File: src/rtl/dmux4way16_pkg.sv
// Shared types and sizes for the 4-way 16-bit stream demultiplexer.
// Channel slots are one-entry holding registers encoded EMPTY/FULL.
package dmux4way16_pkg;
   localparam int DMUX_WIDTH    = 16;
   localparam int DMUX_CHANNELS = 4;

   typedef logic [1:0] sel_t;

   typedef enum logic {
      EMPTY = 1'b0,
      FULL  = 1'b1
   } slot_state_e;

   function automatic logic [DMUX_CHANNELS-1:0] sel_onehot(input sel_t sel);
      logic [DMUX_CHANNELS-1:0] oh;
      oh      = '0;
      oh[sel] = 1'b1;
      return oh;
   endfunction
endpackage

File: src/rtl/dmux4way16_slot.sv
// One-entry output holding register: load wins over take, so load+take keeps it FULL.
// Latency: loaded word is visible after the loading edge; data holds its last value when emptied.
module dmux4way16_slot
   import dmux4way16_pkg::*;
#(
   parameter int WIDTH = DMUX_WIDTH
) (
   input  logic             clk,
   input  logic             rst_n,
   input  logic             load,
   input  logic             ready,
   input  logic [WIDTH-1:0] din,
   output logic [WIDTH-1:0] dout,
   output logic             valid
);

   slot_state_e state;

   always_ff @(posedge clk or negedge rst_n) begin
      if (!rst_n) begin
         state <= EMPTY;
         dout  <= '0;
      end else if (load) begin
         state <= FULL;
         dout  <= din;
      end else if (valid && ready) begin
         state <= EMPTY;
      end
   end

   assign valid = (state == FULL);

endmodule

File: src/rtl/dmux4way16_stream.sv
// Routes each input word to one of four one-entry output channels (latency 1, 1 word/cycle);
// in_ready only reflects the selected channel; DMUX4WAY16_BROADCAST_EN adds in_bcast to load all four.
module dmux4way16_stream
   import dmux4way16_pkg::*;
#(
   parameter int WIDTH = DMUX_WIDTH
) (
   input  logic                     clk,
   input  logic                     rst_n,
   input  logic [WIDTH-1:0]         in_data,
   input  sel_t                     in_sel,
   input  logic                     in_valid,
`ifdef DMUX4WAY16_BROADCAST_EN
   input  logic                     in_bcast,
`endif
   output logic                     in_ready,
   output logic [WIDTH-1:0]         out_data0,
   output logic [WIDTH-1:0]         out_data1,
   output logic [WIDTH-1:0]         out_data2,
   output logic [WIDTH-1:0]         out_data3,
   output logic [DMUX_CHANNELS-1:0] out_valid,
   input  logic [DMUX_CHANNELS-1:0] out_ready
);

   logic [DMUX_CHANNELS-1:0] slot_free;
   logic [DMUX_CHANNELS-1:0] tgt;
   logic [DMUX_CHANNELS-1:0] load;
   logic [WIDTH-1:0]         slot_data [DMUX_CHANNELS];

   // A slot can accept when it is empty or is being drained this same cycle.
   assign slot_free = ~out_valid | out_ready;

`ifdef DMUX4WAY16_BROADCAST_EN
   assign tgt      = in_bcast ? {DMUX_CHANNELS{1'b1}} : sel_onehot(in_sel);
   assign in_ready = in_bcast ? &slot_free : slot_free[in_sel];
`else
   assign tgt      = sel_onehot(in_sel);
   assign in_ready = slot_free[in_sel];
`endif

   assign load = tgt & {DMUX_CHANNELS{in_valid & in_ready}};

   for (genvar k = 0; k < DMUX_CHANNELS; k++) begin : g_slot
      dmux4way16_slot #(.WIDTH(WIDTH)) u_slot (
         .clk   (clk),
         .rst_n (rst_n),
         .load  (load[k]),
         .ready (out_ready[k]),
         .din   (in_data),
         .dout  (slot_data[k]),
         .valid (out_valid[k])
      );
   end

   assign out_data0 = slot_data[0];
   assign out_data1 = slot_data[1];
   assign out_data2 = slot_data[2];
   assign out_data3 = slot_data[3];

endmodule
File: config.mk
export PLATFORM = sky130hd
export DESIGN_NAME = dmux4way16_stream
export DESIGN_NICKNAME = d
export VERILOG_FILES = /design/src/rtl/dmux4way16_pkg.sv /design/src/rtl/dmux4way16_slot.sv /design/src/rtl/dmux4way16_stream.sv
export SDC_FILE = /design/constraint.sdc
export NUM_CORES = 1
export LEC_CHECK = 0
export ABC_AREA = 1
export CORE_AREA = 8 8 112 114
export CTS_CLUSTER_SIZE = 24
export DETAILED_ROUTE_END_ITERATION = 8
export DIE_AREA = 0 0 120 122
export PLACE_DENSITY_LB_ADDON = 0.3
export SLEW_MARGIN = 20
export SYNTH_ARGS = -nofsm -noshare
export SYNTH_HDL_FRONTEND = slang
export SYNTH_SLANG_ARGS = --single-unit
File: constraint.sdc
create_clock -name clk -period 3 [get_ports clk]
set_input_delay 0.6 -clock clk [delete_from_list [all_inputs] [get_ports clk]]
set_output_delay 0.6 -clock clk [all_outputs]
set_load 0.005 [all_outputs]
Word level (Yosys, flattened, before mapping). Cells that the tools add are included.

Bits in registers: 68. Input port bits: 25. Output and inout port bits: 69. Word-level logic and storage cells: 35.

$lt $le $gt $ge: 2. Multiplexer cells: 12. Bitwise gates (word level): 4. Reductions and logical operators: 9.

Operators with widths (count): 2-to-1 mux 1 bit (10); nonzero test 2 bit (4); logical AND 1 bit (5); AND 4 bit (1); NOT 4 bit (1); bitwise OR 4 bit (1); less-than comparator 2 x 3 -> 1 bit, second input constant (1); binary-select mux 1 bit (select 2 bit) (1); demux 1 bit (select 2 bit) (1); greater-or-equal comparator 2 x 1 -> 1 bit, second input constant (1); AND 1 bit (1).

Depth between registers and ports, before layout. Gate-level depths: netlist of run 1.

Depth in word-level cells: 7. Mapped depth: 9.

By module. From an unflattened synthesis of run 1, not the netlist that was laid out.

Cells, all modules: 320. Area total of the unflattened synthesis: 2837.7 µm².

Modules (own cells, without submodules): dmux4way16_slot (times used 4, cells an instance 72, area an instance 675.6 µm², seq. area each 425.4 µm²); dmux4way16_stream (times used 1, cells an instance 32, area an instance 135.1 µm², seq. area each 0.0 µm²).

Worst setup path before layout of run 1. Ideal clock, no wire load.

Path kind: in2out. From: in in_sel[0]. To: out in_ready. Arrival: 1379 ps. Path slack: 1021 ps. Cell stages on the path: 5. Path buffers: 1. Path through: nor2_1 nand2_1 nand2_1 nor2_4 buf_2.

Cells in the longest elaborated chain, start to end: 2.

RTL lines: from (decl) (line dmux4way16_stream.sv:11) `input sel_t in_sel,`; binary-select mux 1 bit (select 2 bit) (line dmux4way16_stream.sv:38) `assign in_ready = slot_free[in_sel];`; 2-to-1 mux 1 bit (implied by the code) (line dmux4way16_stream.sv:38); to (decl) (line dmux4way16_stream.sv:16) `output logic in_ready,`.

No other way between the ends. The select of a mux whose other input is x is not followed.

Final worst setup path of run 1. Ends and elaborated chain as after synthesis.

==> impl_results.md, run 1 <==
* Detailed placement HPWL at 6.64 mm
* Worst Tran Pin Value at 820 ps
* Status: finished, final reports clean
* # hold bufs at CTS at 0
* Relative slew slack at 45.3%
* Gate Count Post-Synth at 317
* Remaining antenna violation count after routing at 0
* Sequential power share at 45.6%
* Clock Power Share at 28.0%
* Top cell type's share of synthesized area at 58.3%
* # diodes at 0
* # setup viols final at 0
* Die Span Y at 122 um
* Syn_area_per_cell at 9.20 um^2
* Post-route cell area at 4100 um^2
* Die span in x at 120 um
* TNS Setup at 0 ps
* Starting Density at 27.3%
* Async S/R FF share, synth at 100%
* Layout cell share with drive strength beyond 1 at 7.62%
* Core ar. at 10,700 um^2
* Synth area leaders: dfrtp_1 (58%), nand2_1 (17%), nand4_1 (14%)
* Fin. max-slew vios at 0
* Fmax at 373 MHz
* Root buffer cell: clkbuf_8
* Gp weighted congestion at 0.806
* Fill cells at 1,104
* Cell taking the most area after synthesis: dfrtp_1
* P_int at 1.89 mW
* Largest family of logic cells by synthesized area: simple AND/OR/NAND/NOR gates
* Initial antenna violation count at 0
* PwrDens at 635 nW/um^2
* Post-route DRC at 0
* DR iter-0 viols at 165
* Switching power at 0.713 mW
* Post-CTS sizing at 0
* TritonCTS Sinks at 68
* Num rows at 38
* Comb pwr share at 26.4%
* Syn. warnings at 0
* Critical path peak fanout at 4
* Flop and latch count out of synthesis at 68
* Final Hold Fails at 0
* # H-tree levels at 3
* Wire per inst at 17.1 um
* Total GRT Usage at 12.9%
* Vias at 2,551
* Arr. time, crit path at 2080 ps
* Net Sw Frac at 27.4%
* Most numerous cell in the Yosys netlist: nand2_1
* Most used DFF post-synth: dfrtp_1
* Setup crit end kind: output pin
* Critical path type: in -> out
* Vias in the first global route at 2,622
* Post-Synth Adder-Cell Area at 0%
* Vias per inst at 4.66
* Leakage at 1.96 nW
* Number of enable flip-flop cells after synthesis at 0
* XOR/XNOR Fraction of Synth Area at 0%
* CP Launch Type: primary input
* First-pass GRT wire length at 14.7 mm
* Peak VDD IR at 0.289 mV
* Final min period at 2680 ps
* TritonCTS buffer count at 9
* Sequential area share after synthesis at 58.3%
* Buffer count from post-CTS setup fixing at 0
* Hold crit path type: in -> async
* Top Ports at 94
* Post-synthesis compound-gate area fraction at 0.686%
* Unrepaired setup endpoints after global routing: no
* Mux cell area share after synthesis at 0%
* Post-Synth Simple-Gate Area at 33.9%
* Fin nets at 428
* Total wire length at 9.35 mm
* CTS max path bufs at 2
* Clock Skews at 10.4 ps
* 1st-pass router iterations at 4
* Placed cell areas at 3910 um^2
* Maxcap violations at 0
* Clock latency on the worst-skew pair at 340 ps
* Top cell types by occurrence after synthesis: nand2_1 (135), dfrtp_1 (68), nand4_1 (64), clkbuf_1 (9), buf_4 (8)
* Cell variety after synth at 15
* Port Buf Inserts at 93
* Die ar. at 14,600 um^2
* Worst path required time at 2400 ps
* Largest net degree at the start of global routing at 37
* Clock transition at path regs at 70 ps
* Synth Cell Area at 2920 um^2
* Synthesized Nets at 342
* Grt total ovfl at 0
* Fin crit share at 89.4%
* Area delta synth->final at 40.5%
* CTS tree: done
flip-flops by register name (all words and copies together) (netlist names):
register and cells:
g_slot.u_slot.valid 4, g_slot.u_slot.dout 64
worst max-delay path: stages:
cell and delay, ps:
clkdlybuf4s50_1 530, nor2_1 80, nand2_1 70, nand2_1 120
nor2_4 160, clkdlybuf4s50_1 530
final cells by class:
class                   instances  area (um^2)  area share [%]
repair buffers                102         1000            24.4
flip-flops and latches         68         1700            41.5
inverters                       7         26.3           0.641
clock inverters                 2         35.0           0.855
well taps                     140          175            4.27
clock buffers                  13          149            3.63
multi-input cells             215         1010            24.6
through the flow:
step	total power [mW]	hold WS, ps	setup WS [ps]	cells	utilization (%)
global placement	1.89	454	313	532	36.6
detailed placement	1.91	458	277	532	36.6
finish	2.60	354	318	547	38.3
CTS	2.66	368	305	547	38.3
floorplan	1.42	304	1020	317	-
global route	2.76	418	223	547	38.3
routing by layer:
metal | global-route usage (%) | vias up | routed length (um)
met4 | 4.61 | 0 | 159
met1 | 14.7 | 1226 | 3990
met2 | 22.1 | 75 | 4530
met3 | 4.35 | 12 | 664
li1 | - | 1238 | -
met5 | 0 | - | 0
placed cells by master, fill, tap and decap left out, types with 2 or more instances in the layout:
master,n
clkbuf_8,10
o21ai_0,4
clkbuf_1,3
nand2_1,135
nand4_1,64
clkdlybuf4s50_1,91
buf_4,8
buf_2,2
inv_1,6
dfrtp_1,68
nor2_2,2
nor2_1,5
nand3_2,4
power groups by stage:
stage / Clock [mW] / Sequential, mW / Combinational, mW
6_report: 0.728 / 1.19 / 0.685
3_3_place_gp: 0 / 1.20 / 0.694
4_1_cts: 0.763 / 1.19 / 0.705
2_1_floorplan: 0 / 1.21 / 0.211
3_5_place_dp: 0 / 1.20 / 0.702
5_1_grt: 0.790 / 1.21 / 0.759
logic make-up (layout without fill, tap and decap cells):
kind of cell           count (synthesis)  after routing
AOI/OAI and AO/OA                      4              4
and+or+nand+nor                      211            211
DFF                                   68             68
buffers and inverters                 34            124
final timing paths:
check                                          start                   endpoint  slack (ps)  cells past startpoint
setup reg to reg              g_slot[1].u_slot.valid  g_slot[2].u_slot.dout[13]        1030                      9
setup / recovery                           in_sel[0]                   in_ready         320                      6
hold / removal                                 rst_n   g_slot[0].u_slot.dout[9]         350                      1
min in group clk           g_slot[3].u_slot.dout[14]  g_slot[3].u_slot.dout[14]         470                      2
hold reg to reg            g_slot[3].u_slot.dout[14]  g_slot[3].u_slot.dout[14]         470                      2
max in group asynchronous                      rst_n     g_slot[2].u_slot.valid        1980                      2
Note: power is estimated with default switching activity, not from simulation.
==> run 2: changes to the inputs <==
--- a/config.mk
+++ b/config.mk
@@ -10,6 +10,7 @@
 export CTS_CLUSTER_SIZE = 24
 export DETAILED_ROUTE_END_ITERATION = 8
 export DIE_AREA = 0 0 120 122
+export HOLD_SLACK_MARGIN = 0.12
 export PLACE_DENSITY_LB_ADDON = 0.3
 export SLEW_MARGIN = 20
 export SYNTH_ARGS = -nofsm -noshare
==> results of run 2 <==
The final DEF is identical to that of run 1; final timing and power are the same.
==> run 3: changes to the inputs <==
--- a/config.mk
+++ b/config.mk
@@ -5,11 +5,10 @@
 export SDC_FILE = /design/constraint.sdc
 export NUM_CORES = 1
 export LEC_CHECK = 0
-export ABC_AREA = 1
-export CORE_AREA = 8 8 112 114
+export CORE_AREA = 8 8 107 109
 export CTS_CLUSTER_SIZE = 24
 export DETAILED_ROUTE_END_ITERATION = 8
-export DIE_AREA = 0 0 120 122
+export DIE_AREA = 0 0 115 117
 export HOLD_SLACK_MARGIN = 0.12
 export PLACE_DENSITY_LB_ADDON = 0.3
 export SLEW_MARGIN = 20
==> impl_results.md, run 3 <==
* Critical path peak fanout at 3
* Most flops, register: g_slot.u_slot.dout
* Top Ports at 94
* Wire per inst at 16.9 um
* Status: finished, final reports clean
* Total wire length at 6.72 mm
* Leakage at 1.66 nW
* Met1 Track Usage GR at 12.2%
* Met3 Usage GRT at 3.13%
* Num rows at 37
* Worst Tran Pin Value at 729 ps
* Vias at 1,654
* Post-CTS sizing at 0
* Fin util at 40.1%
* Crit path cell chain: clkdlybuf4s50_1, nand2b_1, mux4_2, clkdlybuf4s50_1
* Final min period at 2740 ps
* Relative slew slack at 51.4%
* Final hold slack at 314 ps
* Gp weighted congestion at 0.760
* Final Hold Fails at 0
* Layout cell share with drive strength beyond 1 at 28.6%
* Total GRT Usage at 10.5%
* GRT busiest layer: met2
* Worst reg2reg path endpoint: g_slot[1].u_slot.dout[4]
* Port Buf Inserts at 93
* Top cell type's share of synthesized area at 63.4%
* Crit path top cell by count: clkdlybuf4s50_1
* PnR Total Power at 2.75 mW
* CP Depth at 4
* Syn. warnings at 0
* Vias in the first global route at 1,838
* # hold bufs at CTS at 0
* Fmax at 365 MHz
* Starting Density at 27.1%
* DR iter-0 viols at 50
* Placed Cells at 383
* Slowest cell on the critical path: mux4_2
* Cell variety after synth at 17
* CTS max path bufs at 2
* CP Launch Type: primary input
* CP peak stage delay at 470 ps
* Area delta synth->final at 47.8%
* Final WS setup at 259 ps
* Worst r2r path cells at 4
* Core ar. at 9910 um^2
* Max FFs per register at 64
* Syn_area_per_cell at 16.8 um^2
* Fin nets at 283
* Synth Cell Area at 2690 um^2
* Top cell types by occurrence after synthesis: dfrtp_1 (68), mux2_2 (39), mux2_1 (15), mux2_4 (10), buf_4 (6)
* CP top delay family: buffers and inverters
* # H-tree levels at 3
* Post-route cell area at 3970 um^2
* Sequential area share after synthesis at 63.4%
* Largest net degree at the start of global routing at 39
* Initial antenna violation count at 0
* Grt total ovfl at 0
* Detailed placement HPWL at 4.75 mm
* Remaining antenna violation count after routing at 0
* Maxcap violations at 0
* Root buffer cell: clkbuf_8
* 1st-pass router iterations at 4
* Synth area leaders: dfrtp_1 (63%), mux2_2 (16%), mux2_1 (6.3%)
* Clock latency on the worst-skew pair at 330 ps
* Fin. max-slew vios at 0
* TritonCTS buffer count at 9
* Post-place setup slack at 243 ps
* Flop and latch count out of synthesis at 68
* Post-route DRC at 0
* Clock transition at path regs at 80 ps
* Synthesized Nets at 185
* Grt met2 use at 17.2%
* Buffer count from post-CTS setup fixing at 0
* Clock Skews at 9.18 ps
* Hold crit path type: in -> async
* Most numerous cell in the Yosys netlist: dfrtp_1
* Die Span Y at 117 um
* Unrepaired setup endpoints after global routing: no
* Setup crit end kind: output pin
* Arr. time, crit path at 2140 ps
* Fin crit share at 91.4%
* Number of enable flip-flop cells after synthesis at 0
* CTS tree: done
* Gate Count Post-Synth at 160
* Non-filler cells, final at 398
* TNS Setup at 0 ps
* Commonest cells after routing, fill and taps aside: clkdlybuf4s50_1 (92), dfrtp_1 (68), mux2_2 (39)
* Worst path required time at 2400 ps
* # diodes at 0
* Placed cell areas at 3740 um^2
* Leading cell type in the layout, fill and taps excluded: clkdlybuf4s50_1
* Vias per inst at 4.16
* Crit path buffers/inverters at 2
* Die ar. at 13,500 um^2
* Peak VDD IR at 0.252 mV
* First-pass GRT wire length at 10.5 mm
* TritonCTS Sinks at 68
* PwrDens at 692 nW/um^2
* # setup viols final at 0
* Critical path type: in -> out
* Most used DFF post-synth: dfrtp_1
* Cell taking the most area after synthesis: dfrtp_1
* RR Startpoint: g_slot[1].u_slot.valid
* Die span in x at 115 um
* Reg2reg setup slack at 1540 ps
* Async S/R FF share, synth at 100%
## run 3: cell types whose count changed after synthesis, sizes merged, moves of 3 or more
cell and delta:
nand2b +4, clkbuf -9, nand3 -3, inv -7, nand2 -130, o21ai -3, mux2 +64, buf -7
nand4 -64, nor2 -8
## run 3: cells by family after synthesis
group	synth area share, %
AOI/OAI and AO/OA	0.186
buffers and inverters	3.31
DFF	63.4
muxes	29.1
and+or+nand+nor	4.05
## run 3: worst max-delay path by stage
stage	slack, ps	to	startpoint
floorplan	1130	in_ready	in_sel[1]
finish	260	in_ready	out_ready[0]
detailed placement	240	in_ready	out_ready[0]
CTS	240	in_ready	out_ready[0]
global route	210	in_ready	out_ready[0]
global placement	270	in_ready	out_ready[0]
## run 3: layout make-up
type	instances	area, um^2
Fill cell	984	5940
Clock inverter	4	72.6
Multi-Input combinational cell	81	897
Tap cell	136	170
Timing Repair Buffer	98	976
Clock buffer	11	151
Sequential cell	68	1700
## run 3: per-layer routing
metal,wire [um],up-vias
met1,2860,840
met4,148,0
met5,0,-
met2,3310,50
li1,-,753
met3,398,11
## run 3: report_power, final
part | internal (mW) | switching (mW) | leakage [nW]
clock network | 0.508 | 0.342 | 0.111
logic | 0.493 | 0.205 | 0.742
registers | 1.10 | 0.0962 | 0.810
total | 2.10 | 0.643 | 1.66
